## src/rtl/level_sensor_conditioner_pkg.sv

```systemverilog
// Shared types and constants for the tank level sensor conditioning path.
// Bit order of every 2-bit sensor code: bit0 = I (lower), bit1 = S (upper).
package level_sensor_conditioner_pkg;

    localparam int unsigned SENSOR_W = 2;
    localparam int unsigned SENSOR_I = 0;
    localparam int unsigned SENSOR_S = 1;

    // Code that keeps the pumps off.
    localparam logic [SENSOR_W-1:0] SAFE_LEVEL = 2'b11;
    // S=1 with I=0 cannot happen physically.
    localparam logic [SENSOR_W-1:0] FAULT_CODE = 2'b10;

    typedef enum logic [1:0] {
        ST_INIT  = 2'd0,
        ST_RUN   = 2'd1,
        ST_FAULT = 2'd2
    } state_t;

    // Counter width able to hold n-1, never narrower than one bit.
    function automatic int unsigned cnt_width(input int unsigned n);
        return (n <= 2) ? 1 : $clog2(n);
    endfunction

endpackage

```

## src/rtl/level_sensor_conditioner_sensor_debounce.sv

```systemverilog
// One sensor bit: 2-flop synchronizer followed by a hold-time debounce filter.
// filt_next exposes the value filt takes at the next edge so the caller can register it in step.
module sensor_debounce
    import level_sensor_conditioner_pkg::*;
#(
    parameter int unsigned DEBOUNCE_CYCLES = 4
) (
    input  logic clock,
    input  logic reset,
    input  logic raw,
    input  logic load,
    input  logic load_value,
    output logic sync,
    output logic filt,
    output logic filt_next
);

    localparam int unsigned        CNT_W   = cnt_width(DEBOUNCE_CYCLES);
    localparam logic [CNT_W-1:0]   CNT_MAX = CNT_W'(DEBOUNCE_CYCLES - 1);

    logic             meta;
    logic [CNT_W-1:0] cnt;
    logic [CNT_W-1:0] cnt_next;

    always_ff @(posedge clock) begin
        if (reset) begin
            meta <= 1'b0;
            sync <= 1'b0;
            filt <= 1'b0;
            cnt  <= '0;
        end else begin
            meta <= raw;
            sync <= meta;
            filt <= filt_next;
            cnt  <= cnt_next;
        end
    end

    // Accept a new value only after it has differed from filt for DEBOUNCE_CYCLES cycles.
    always_comb begin
        filt_next = filt;
        cnt_next  = '0;
        if (load) begin
            filt_next = load_value;
        end else if (sync != filt) begin
            if (cnt == CNT_MAX) begin
                filt_next = sync;
            end else begin
                cnt_next = cnt + CNT_W'(1);
            end
        end
    end

endmodule

```

## src/rtl/level_sensor_conditioner.sv

```systemverilog
// Conditions raw I/S tank sensors for the pump FSM: debounce, impossible-combination
// fault detection, and a pumps-off code whenever the readings are not trustworthy.
module level_sensor_conditioner
    import level_sensor_conditioner_pkg::*;
#(
    parameter int unsigned DEBOUNCE_CYCLES = 4,
    parameter int unsigned FAULT_CYCLES    = 8
) (
    input  logic                clock,
    input  logic                reset,
    input  logic [SENSOR_W-1:0] raw_sensors,
    input  logic                fault_clear,
    output logic [SENSOR_W-1:0] level_sensors,
    output logic                sensors_valid,
    output logic                fault,
    output logic                change_pulse
);

    localparam int unsigned       STAB_W   = cnt_width(DEBOUNCE_CYCLES);
    localparam int unsigned       FLT_W    = cnt_width(FAULT_CYCLES);
    localparam logic [STAB_W-1:0] STAB_MAX = STAB_W'(DEBOUNCE_CYCLES - 1);
    localparam logic [FLT_W-1:0]  FLT_MAX  = FLT_W'(FAULT_CYCLES - 1);

    state_t              state;
    state_t              state_next;
    logic [SENSOR_W-1:0] sync;
    logic [SENSOR_W-1:0] prev_sync;
    logic [SENSOR_W-1:0] filt;
    logic [SENSOR_W-1:0] filt_next;
    logic                load;
    logic [STAB_W-1:0]   stab_cnt;
    logic [STAB_W-1:0]   stab_cnt_next;
    logic [FLT_W-1:0]    flt_cnt;
    logic [FLT_W-1:0]    flt_cnt_next;
    logic [SENSOR_W-1:0] level_next;
    logic                valid_next;
    logic                fault_next;
    logic                change_next;

    sensor_debounce #(.DEBOUNCE_CYCLES(DEBOUNCE_CYCLES)) u_debounce_i (
        .clock      (clock),
        .reset      (reset),
        .raw        (raw_sensors[SENSOR_I]),
        .load       (load),
        .load_value (sync[SENSOR_I]),
        .sync       (sync[SENSOR_I]),
        .filt       (filt[SENSOR_I]),
        .filt_next  (filt_next[SENSOR_I])
    );

    sensor_debounce #(.DEBOUNCE_CYCLES(DEBOUNCE_CYCLES)) u_debounce_s (
        .clock      (clock),
        .reset      (reset),
        .raw        (raw_sensors[SENSOR_S]),
        .load       (load),
        .load_value (sync[SENSOR_S]),
        .sync       (sync[SENSOR_S]),
        .filt       (filt[SENSOR_S]),
        .filt_next  (filt_next[SENSOR_S])
    );

    always_ff @(posedge clock) begin
        if (reset) begin
            state         <= ST_INIT;
            prev_sync     <= '0;
            stab_cnt      <= '0;
            flt_cnt       <= '0;
            level_sensors <= SAFE_LEVEL;
            sensors_valid <= 1'b0;
            fault         <= 1'b0;
            change_pulse  <= 1'b0;
        end else begin
            state         <= state_next;
            prev_sync     <= sync;
            stab_cnt      <= stab_cnt_next;
            flt_cnt       <= flt_cnt_next;
            level_sensors <= level_next;
            sensors_valid <= valid_next;
            fault         <= fault_next;
            change_pulse  <= change_next;
        end
    end

    // Next state and next output values; anything unmatched falls back to INIT with safe outputs.
    always_comb begin
        state_next    = ST_INIT;
        load          = 1'b0;
        stab_cnt_next = '0;
        flt_cnt_next  = '0;
        level_next    = SAFE_LEVEL;
        valid_next    = 1'b0;
        fault_next    = 1'b0;
        change_next   = 1'b0;
        case (state)
            ST_INIT: begin
                if (stab_cnt == STAB_MAX) begin
                    load       = 1'b1;
                    state_next = ST_RUN;
                    level_next = filt_next;
                    valid_next = 1'b1;
                end else begin
                    state_next = ST_INIT;
                    if (sync == prev_sync) begin
                        stab_cnt_next = stab_cnt + STAB_W'(1);
                    end
                end
            end
            ST_RUN: begin
                state_next  = ST_RUN;
                level_next  = filt_next;
                valid_next  = 1'b1;
                change_next = (filt_next != filt);
                if (filt == FAULT_CODE) begin
                    if (flt_cnt == FLT_MAX) begin
                        state_next  = ST_FAULT;
                        level_next  = SAFE_LEVEL;
                        valid_next  = 1'b0;
                        fault_next  = 1'b1;
                        change_next = 1'b0;
                    end else begin
                        flt_cnt_next = flt_cnt + FLT_W'(1);
                    end
                end
            end
            ST_FAULT: begin
                if (!(fault_clear && (filt != FAULT_CODE))) begin
                    state_next = ST_FAULT;
                    fault_next = 1'b1;
                end
            end
            default: begin
                state_next = ST_INIT;
            end
        endcase
    end

endmodule

```

## config.mk

```make
export PLATFORM = sky130hd
export DESIGN_NAME = level_sensor_conditioner
export DESIGN_NICKNAME = d
export VERILOG_FILES = /design/src/rtl/level_sensor_conditioner_pkg.sv /design/src/rtl/level_sensor_conditioner_sensor_debounce.sv /design/src/rtl/level_sensor_conditioner.sv
export SDC_FILE = /design/constraint.sdc
export NUM_CORES = 1
export LEC_CHECK = 0
export CELL_PAD_IN_SITES_DETAIL_PLACEMENT = 0
export CELL_PAD_IN_SITES_GLOBAL_PLACEMENT = 1
export CORE_MARGIN = 1.5
export CORE_UTILIZATION = 45
export DETAILED_ROUTE_END_ITERATION = 10
export PLACE_DENSITY = 0.85
export RECOVER_POWER = 25
export SETUP_SLACK_MARGIN = 0.2
export SLEW_MARGIN = 20
export SYNTH_ARGS = -nofsm -noshare
export SYNTH_HDL_FRONTEND = slang
export SYNTH_SLANG_ARGS = --single-unit
```

## constraint.sdc

```tcl
create_clock -name clock -period 2.3 [get_ports clock]
set_input_delay 0.23 -clock clock [delete_from_list [all_inputs] [get_ports clock]]
set_output_delay 0.23 -clock clock [all_outputs]
set_load 0.05 [all_outputs]
```

==> impl_summary.md <==
Outcome
The run finished with clean final reports.

Power
The internal power is 0.000548 W. Of the total power, the share spent switching nets is 0.218. The switching component of the power is 0.000153 W. The total design power is 0.000701 W.

The power density over the cells is 628 mW/mm2. The share of total power dissipated in sequential elements is 0.620. The clock network fraction of design power is 0.308. The worst-case vdd ir drop is 0.000374 V. Of the total power, combinational logic draws 0.072. The total leakage power is 0.440 nW.

Synth
Of the post-synthesis cell area, the dominant cell type holds 0.500. The synthesized cell area is 961 um2. In the synthesized netlist, the number of instances is 91. Of the synthesized area, sequential elements account for 0.500.

In this run, distinct cell masters in the synthesized netlist total 24. The number of register bits inferred by synthesis is 24. The Yosys step of the flow raised 0 warnings. The synthesized design spends more area on one cell type than any other, namely dfxtp_1. The post-synthesis net count is 105. The mean instance size in the synthesized netlist is 10.6 um2. Ranked by total cell area, the synthesized netlist is headed by dfxtp_1 (50%), ha_1 (12%), nor2b_1 (4.6%), xnor2_1 (3.6%), nand3b_1 (3.1%).

Critical path
The largest stage delay on the critical path is 0.79 ns. The critical path startpoint category is a flip-flop. The arrival time of data at the critical path endpoint is 1.44 ns.

The total buffers and inverters traversed by the critical path is 1. In this run the number of cells on the critical path is 1. The slowest stage of the critical path belongs to the cell clkdlybuf4s50_1. The cell family with the largest share of critical-path delay is buffers and inverters. The signal on the critical path passes through clkdlybuf4s50_1. The category of the most critical setup path is flip-flop to output pin.

The critical-path maximum fanout is 1. The endpoint kind of the worst setup timing path is an output pin. Counting cells, the worst reg-to-reg path comes to 5. At the worst endpoint, the required time is 2.07 ns.

STA
The count of final setup violators is 0. Static timing analysis puts the maximum clock frequency at 598 MHz. Final hold analysis gives a worst-case slack of 0.435 ns. The number of hold violations in the final report came to 0. Once routing completed, OpenROAD measured the worst setup slack at 0.627 ns. For the final database, setup skew stands at 0.00605 ns.

The setup TNS is 0 ns. Setup repair after global routing left no endpoint under its margin. The max-slew violation total from the final report is 0. The time the worst path needs with I/O delays and setup is 1.67 ns. Measured against its own limit, the worst slew margin works out to 0.608. Of the available clock period, the critical path in the final layout requires 0.728. The actual slew at the worst max-slew pin is 0.585 ns.

Clocking
The root buffer selected by CTS is clkbuf_4. The clock slew at the register clock pins of the worst setup and hold paths is 0.12 ns. The clock passes through at most 2 buffers.

The clock sink count is 24. The number of clock buffers inserted by TritonCTS is 3. The clock tree from TritonCTS is done. The post-CTS resize count is 0. The maximum level of the CTS H-tree is 1. The post-CTS setup repair buffer count is 0. Buffers inserted to repair hold after CTS numbered 0. The clock reaches the later pin of the worst-skew pair after 0.31 ns.

Layout
The number of antenna diodes in the final layout is 0. The filler cell count in the final layout is 180. Of the cells placed in the final design, the portion with a size suffix greater than 1 is 0.0583. The number of nets at the end of the flow is 118.

Compared with the post-synthesis result, the final layout area differs by 16.1%.

Route
The detailed-route wire length per cell is 11.7 um. The number of vias after detailed routing is 665. After detailed routing, the number of remaining DRC violations is 0. The final wirelength is 1530 um.

The first-pass iteration count of the detailed router is 4. The count of routing violations after the opening detailed-route iteration is 16. The routed via count divided by cell count is 5.12. The number of nets with antenna violations after detailed routing is 0.

Placed design
The placer's final routability congestion estimate is 0.708. Timing analysis after detailed placement gives a worst setup slack of 0.665 ns. Detailed placement finished with a half-perimeter wire length of 1090 um. Buffers placed on the I/O ports in this run total 9.

Global routing
The residual overflow from global routing is 0. The initial antenna violation count was 0. The pin count of the biggest net entering global routing is 18. The via count of the first global-routing pass came to 606.

For this run, the total global-route usage over all layers was measured as 0.137. The first global-routing pass estimated 2550 um of wire.

Floorplanning
The floorplan die width is 49.2 um. The floorplan step defined a die boundary enclosing 0.00242 mm2. The region available for standard cell placement spans 0.00198 mm2. The initial core utilization is 0.485.

For this design the top-level I/O count stands at 10. The die extent in y is 49.2 um. The number of placement rows is 16.

Run
The max-cap violation count is 0.

Min path
The worst hold path belongs to the class flip-flop to flip-flop. The worst hold path depth is 1.
## power groups by stage
stage,Combinational (W),Sequential [W],Clock [W]
5_1_grt,0.0000548,0.000436,0.000244
3_5_place_dp,0.0000510,0.000444,0
6_report,0.0000503,0.000434,0.000216
3_3_place_gp,0.0000490,0.000443,0
2_1_floorplan,0.0000295,0.000447,0
4_1_cts,0.0000507,0.000435,0.000227
## layout by cell type (no fill, tap or decap), types with 2 or more instances in the layout
master           synthesis  routed
clkbuf_4                 0       3
and2_1                   2       2
nand3b_1                 4       4
nand2b_1                 3       3
nor4b_2                  2       2
o21ai_0                  3       3
nor4_1                   2       2
mux2i_1                  2       2
xnor2_1                  4       4
ha_1                     9       9
nor2b_1                  7       7
clkdlybuf4s50_1          0       8
nand2_1                  2       2
dfxtp_1                 24      24
a21oi_1                  5       5
inv_1                    5       5
nor3_1                   3       3
nor2_1                   6       6
## final cells by class
type                       count  area [um2]  share of cell area
sequential                    24         480               0.430
inverter                       5        18.8              0.0168
tap                           27        33.8              0.0303
timing repair buffer           9        90.1              0.0807
clock buffer                   4        36.3              0.0325
multi-input combinational     61         457               0.409
## stage by stage
step,cells,util,cell area [um2]
global route,130,0.563,1120
finish,130,0.563,1120
detailed placement,126,0.545,1080
global placement,126,0.545,1080
CTS,130,0.563,1120
floorplan,91,-,961
## Yosys cell counts, drive strengths merged
cell,count
nor2b,7
and2,2
o21ai,3
a21oi,5
nand2b,3
nand3b,4
a2bb2oi,1
a41oi,1
inv,5
nand4,1
xnor2,4
mux2i,2
o22a,1
buf,1
nor4b,3
nand2,2
dfxtp,24
nor3b,1
nor3,3
nor2,6
nor4,2
ha,9
a211oi,1
## worst paths after layout
kind	startpoint	to	slack, ns
worst min register to register	stab_cnt[0]	stab_cnt[0]	0.44
worst max register to register	state[0]	u_debounce_i.cnt[1]	0.87
worst min-delay path	stab_cnt[0]	stab_cnt[0]	0.44
worst max-delay path	change_pulse	change_pulse	0.63
## state kept, by name (all words and copies together), names as in the netlist
| signal | flops |
|---|---|
| prev_sync | 2 |
| state | 2 |
| u_debounce_i.cnt | 2 |
| u_debounce_i.sync | 1 |
| level_sensors | 2 |
| u_debounce_s.cnt | 2 |
| stab_cnt | 2 |
| u_debounce_s.meta | 1 |
| u_debounce_s.filt | 1 |
| flt_cnt | 3 |
| u_debounce_i.filt | 1 |
| u_debounce_i.meta | 1 |
| change_pulse | 1 |
| u_debounce_s.sync | 1 |
| fault | 1 |
| sensors_valid | 1 |
## logic make-up (layout without fill, tap and decap cells)
| family | after synthesis | after routing | synth area share |
|---|---|---|---|
| AND/OR/NAND/NOR | 34 | 34 | 0.224 |
| flip-flops | 24 | 24 | 0.500 |
| AO/OA/AOI/OAI | 12 | 12 | 0.0768 |
| adder cells (fa/ha/maj) | 9 | 9 | 0.117 |
| buffers and inverters | 6 | 18 | 0.0247 |
| XOR/XNOR | 4 | 4 | 0.0365 |
| multiplexers | 2 | 2 | 0.0208 |
## per-layer routing
layer / GRT usage / share of wire
met4: 0.100 / 0.029
met3: 0.0307 / 0.018
met5: 0 / 0
met2: 0.200 / 0.45
met1: 0.174 / 0.50
Power figures use the tool's default switching activity.
==> RTL edit 1, RTL diff (config.mk and constraints unchanged) <==
`FAULT_CYCLES`: 8 -> 16.
--- a/src/rtl/level_sensor_conditioner.sv
+++ b/src/rtl/level_sensor_conditioner.sv
@@ -6,3 +6,3 @@
     parameter int unsigned DEBOUNCE_CYCLES = 4,
-    parameter int unsigned FAULT_CYCLES    = 8
+    parameter int unsigned FAULT_CYCLES    = 16
 ) (
Function: no difference found for any inputs over 10 cycles, from zero or initial values and one cycle with reset high; that may be too few to reach the edited logic, so the function may still have changed.
==> RTL edit 1 against the original RTL <==
- largest cell class unchanged
- non-clock buffer count increased by 1
- sequential cell count rose by 1
- combinational power hardly changed
- setup slack improved by 0.016 ns
- clock skew is 0.0034 ns lower
- global-route usage rose by 0.12 points
- highest routed layer unchanged
- final cell count rose by 1.5%
- power is 2.1% lower
- first-iteration DRC count is 69% lower
- cell area is 0.56% higher
- synthesized area grew 2.7%
- routed wire length down 4.5%
==> RTL edit 1: results (changes against the original RTL) <==
synth_nets: 106  # +0.95%
vdd_drop_max_v: 0.000330  # -12%
sh_seq_area_pct: 44.6  # +1.5 points
grt_max_degree: 15  # -3
core_area_mm2: 0.00202  # +2.0%
grtUsageMet3_pct: 3.64  # +0.57 points
route.met3.wl_um: 34  # +21%
gp_congestion: 0.764  # +8.0%
skew_ns: 0.00269  # -0.00336 ns
slew_headroom_pct: 66.9  # +6.1 points
pg_clk_mw: 0.185  # -14%
fin_cells: 132  # +1.5%
grt_pass1_vias: 623  # +2.8%
multiInputGateArea_um2: 448  # -1.9%
pg_seq_mw: 0.451  # +4%
wl_met1_um: 748  # -1.7%
leakagePower_nw: 0.445  # +1.1%
synthTopCellsByArea: "dfxtp_1 (51%), ha_1 (10%), nor2b_1 (4.4%)"
worstReg2RegEnd: "level_sensors[1]$_SDFF_PP1_"
grt_pass1_wl_um: 2660  # +4.3%
swShare_pct: 22.2  # +0.33 points
status: "finished, final reports clean"
synth_common_cells: "dfxtp_1 (25), ha_1 (8), nor2b_1 (7)"
largest_reg_flops: 4  # +1
hpwl_um: 1130  # +3.7%
grt_usage_pct: 13.8  # +0.12 points
nClkBuffers: 3  # -1
dp_slack_ns: 0.834  # +0.169 ns
[RTL edit 1: changes by cell type after synthesis, sizes merged, moves of 2 or more]
cell    before  now
and2         2    0
and3         0    2
nand2        2    5
nand3        0    2
nand3b       4    0
nor3         3    1
[RTL edit 1: kinds of logic (layout without fill, tap and decap cells)]
group	Yosys count	in the layout	synth area share, %
muxes	3	3	3.04
buffers and inverters	7	19	3.42
xor gates and xnor gates	5	5	4.44
DFF	25	25	50.7
AOI/OAI and AO/OA	13	13	9.25
and+or+nand+nor	32	32	19.0
adders and majority gates	8	8	10.1
[RTL edit 1: how the worst max path moves through the flow]
stage	to	slack [ns]	depth (start not counted)
after global routing	level_sensors[0]	0.58	1
after CTS	level_sensors[0]	0.62	1
final	level_sensors[0]	0.64	1
after floorplan	state[0]$_SDFF_PP0_	1.00	5
after detailed placement	stab_cnt[0]$_SDFF_PP0_	0.83	5
after global placement	stab_cnt[1]$_SDFF_PP0_	0.87	5
==> RTL edit 2, RTL diff (same settings) <==
Made on the original files. Put one more register stage on the output `level_sensors`, cleared by the reset. The value now appears one clock later. The other outputs are not delayed to match.
--- a/src/rtl/level_sensor_conditioner.sv
+++ b/src/rtl/level_sensor_conditioner.sv
@@ -22,2 +22,4 @@
     localparam logic [FLT_W-1:0]  FLT_MAX  = FLT_W'(FAULT_CYCLES - 1);
+
+    logic [SENSOR_W-1:0] level_sensors_s0;
 
@@ -67,3 +69,3 @@
             flt_cnt       <= '0;
-            level_sensors <= SAFE_LEVEL;
+            level_sensors_s0 <= SAFE_LEVEL;
             sensors_valid <= 1'b0;
@@ -76,3 +78,3 @@
             flt_cnt       <= flt_cnt_next;
-            level_sensors <= level_next;
+            level_sensors_s0 <= level_next;
             sensors_valid <= valid_next;
@@ -136,2 +138,10 @@
 
+    always_ff @(posedge clock) begin
+        if (reset) begin
+            level_sensors <= '0;
+        end else begin
+            level_sensors <= level_sensors_s0;
+        end
+    end
+
 endmodule
Formal check against the unedited RTL: not equivalent (a bounded check fails within 4 cycles, from zero or initial values and one cycle with reset high).
==> RTL edit 2 against the original RTL <==
- global-route usage is 1.9 points lower
- first-iteration DRC count is 44% lower
- setup slack worse by 0.017 ns
- synthesized area is 4.3% higher
- routed wire length is 13% lower
- cell area is 2.5% higher
- power is 1.0% higher
- via count is 8.4% lower
- sequential cell count is 2 higher
- largest cell class unchanged
==> RTL edit 2: results (changes against the original RTL) <==
status: "finished, final reports clean"
clkPwrFrac_pct: 25.0  # -5.8 points
route.met3.wl_um: 52  # +86%
highest_layer: "met3"
slew_headroom_pct: 58.2  # -2.6 points
fin_cells: 124  # -4.6%
route.met2.wl_um: 586  # -15%
leakagePower_nw: 0.471  # +7.0%
vdd_drop_max_v: 0.000377  # +0.93%
comb_power_mw: 0.0597  # +19%
initial_utilization_pct: 49.6  # +1.1 points
vias: 609  # -8.4%
min_from: "u_debounce_s.cnt[0]$_SDFF_PP0_"
grt_pass1_vias: 548  # -9.6%
met2_usage_pct: 18.9  # -1.2 points
swShare_pct: 21.8  # -0.074 points
yosysSeqAreaShare_pct: 51.9  # +1.9 points
synth_xor_area_share_pct: 3.50  # -0.15 points
critPathLaunch: "fault$_SDFF_PP0_"
synth_nets: 100  # -4.8%
routed_wl_um: 1330  # -13%
yosysUniqueCellTypes: 27  # +13%
drive_above_1_share_pct: 11.3  # +5.5 points
placed_cell_area_mm2: 0.00112  # +3.8%
synthTopCellsByArea: "dfxtp_1 (52%), ha_1 (11%), nor2b_1 (5.0%)"
use_met1_pct: 15.4  # -2.0 points
arrival_ns: 1.46  # +0.02 ns
[RTL edit 2: cell types whose count changed in the layout (fill, tap and decap cells not counted), sizes merged, moves of 2 or more]
cell,change
nand3b,-3
nor2,-3
o21ai,-3
a21o,+2
dfxtp,+2
inv,-2
nor2b,+2
nor3,-2
nor4,+2
[RTL edit 2: area by class of cell]
type                            instances  area, µm²
Tap cell                               27       33.8
Inverter                                3       11.3
Fill cell                             191        878
Timing Repair Buffer                    9       90.1
Clock buffer                            3       22.5
Multi-Input combinational cell         56        465
Sequential cell                        26        520
[RTL edit 2: final timing paths]
path	to	slack, ns	cells past startpoint
worst min register to register	u_debounce_s.cnt[0]$_SDFF_PP0_	0.43	1
worst min-delay path	u_debounce_s.cnt[0]$_SDFF_PP0_	0.43	1
worst max register to register	u_debounce_s.filt$_SDFF_PP0_	0.86	5
worst max-delay path	fault	0.61	1
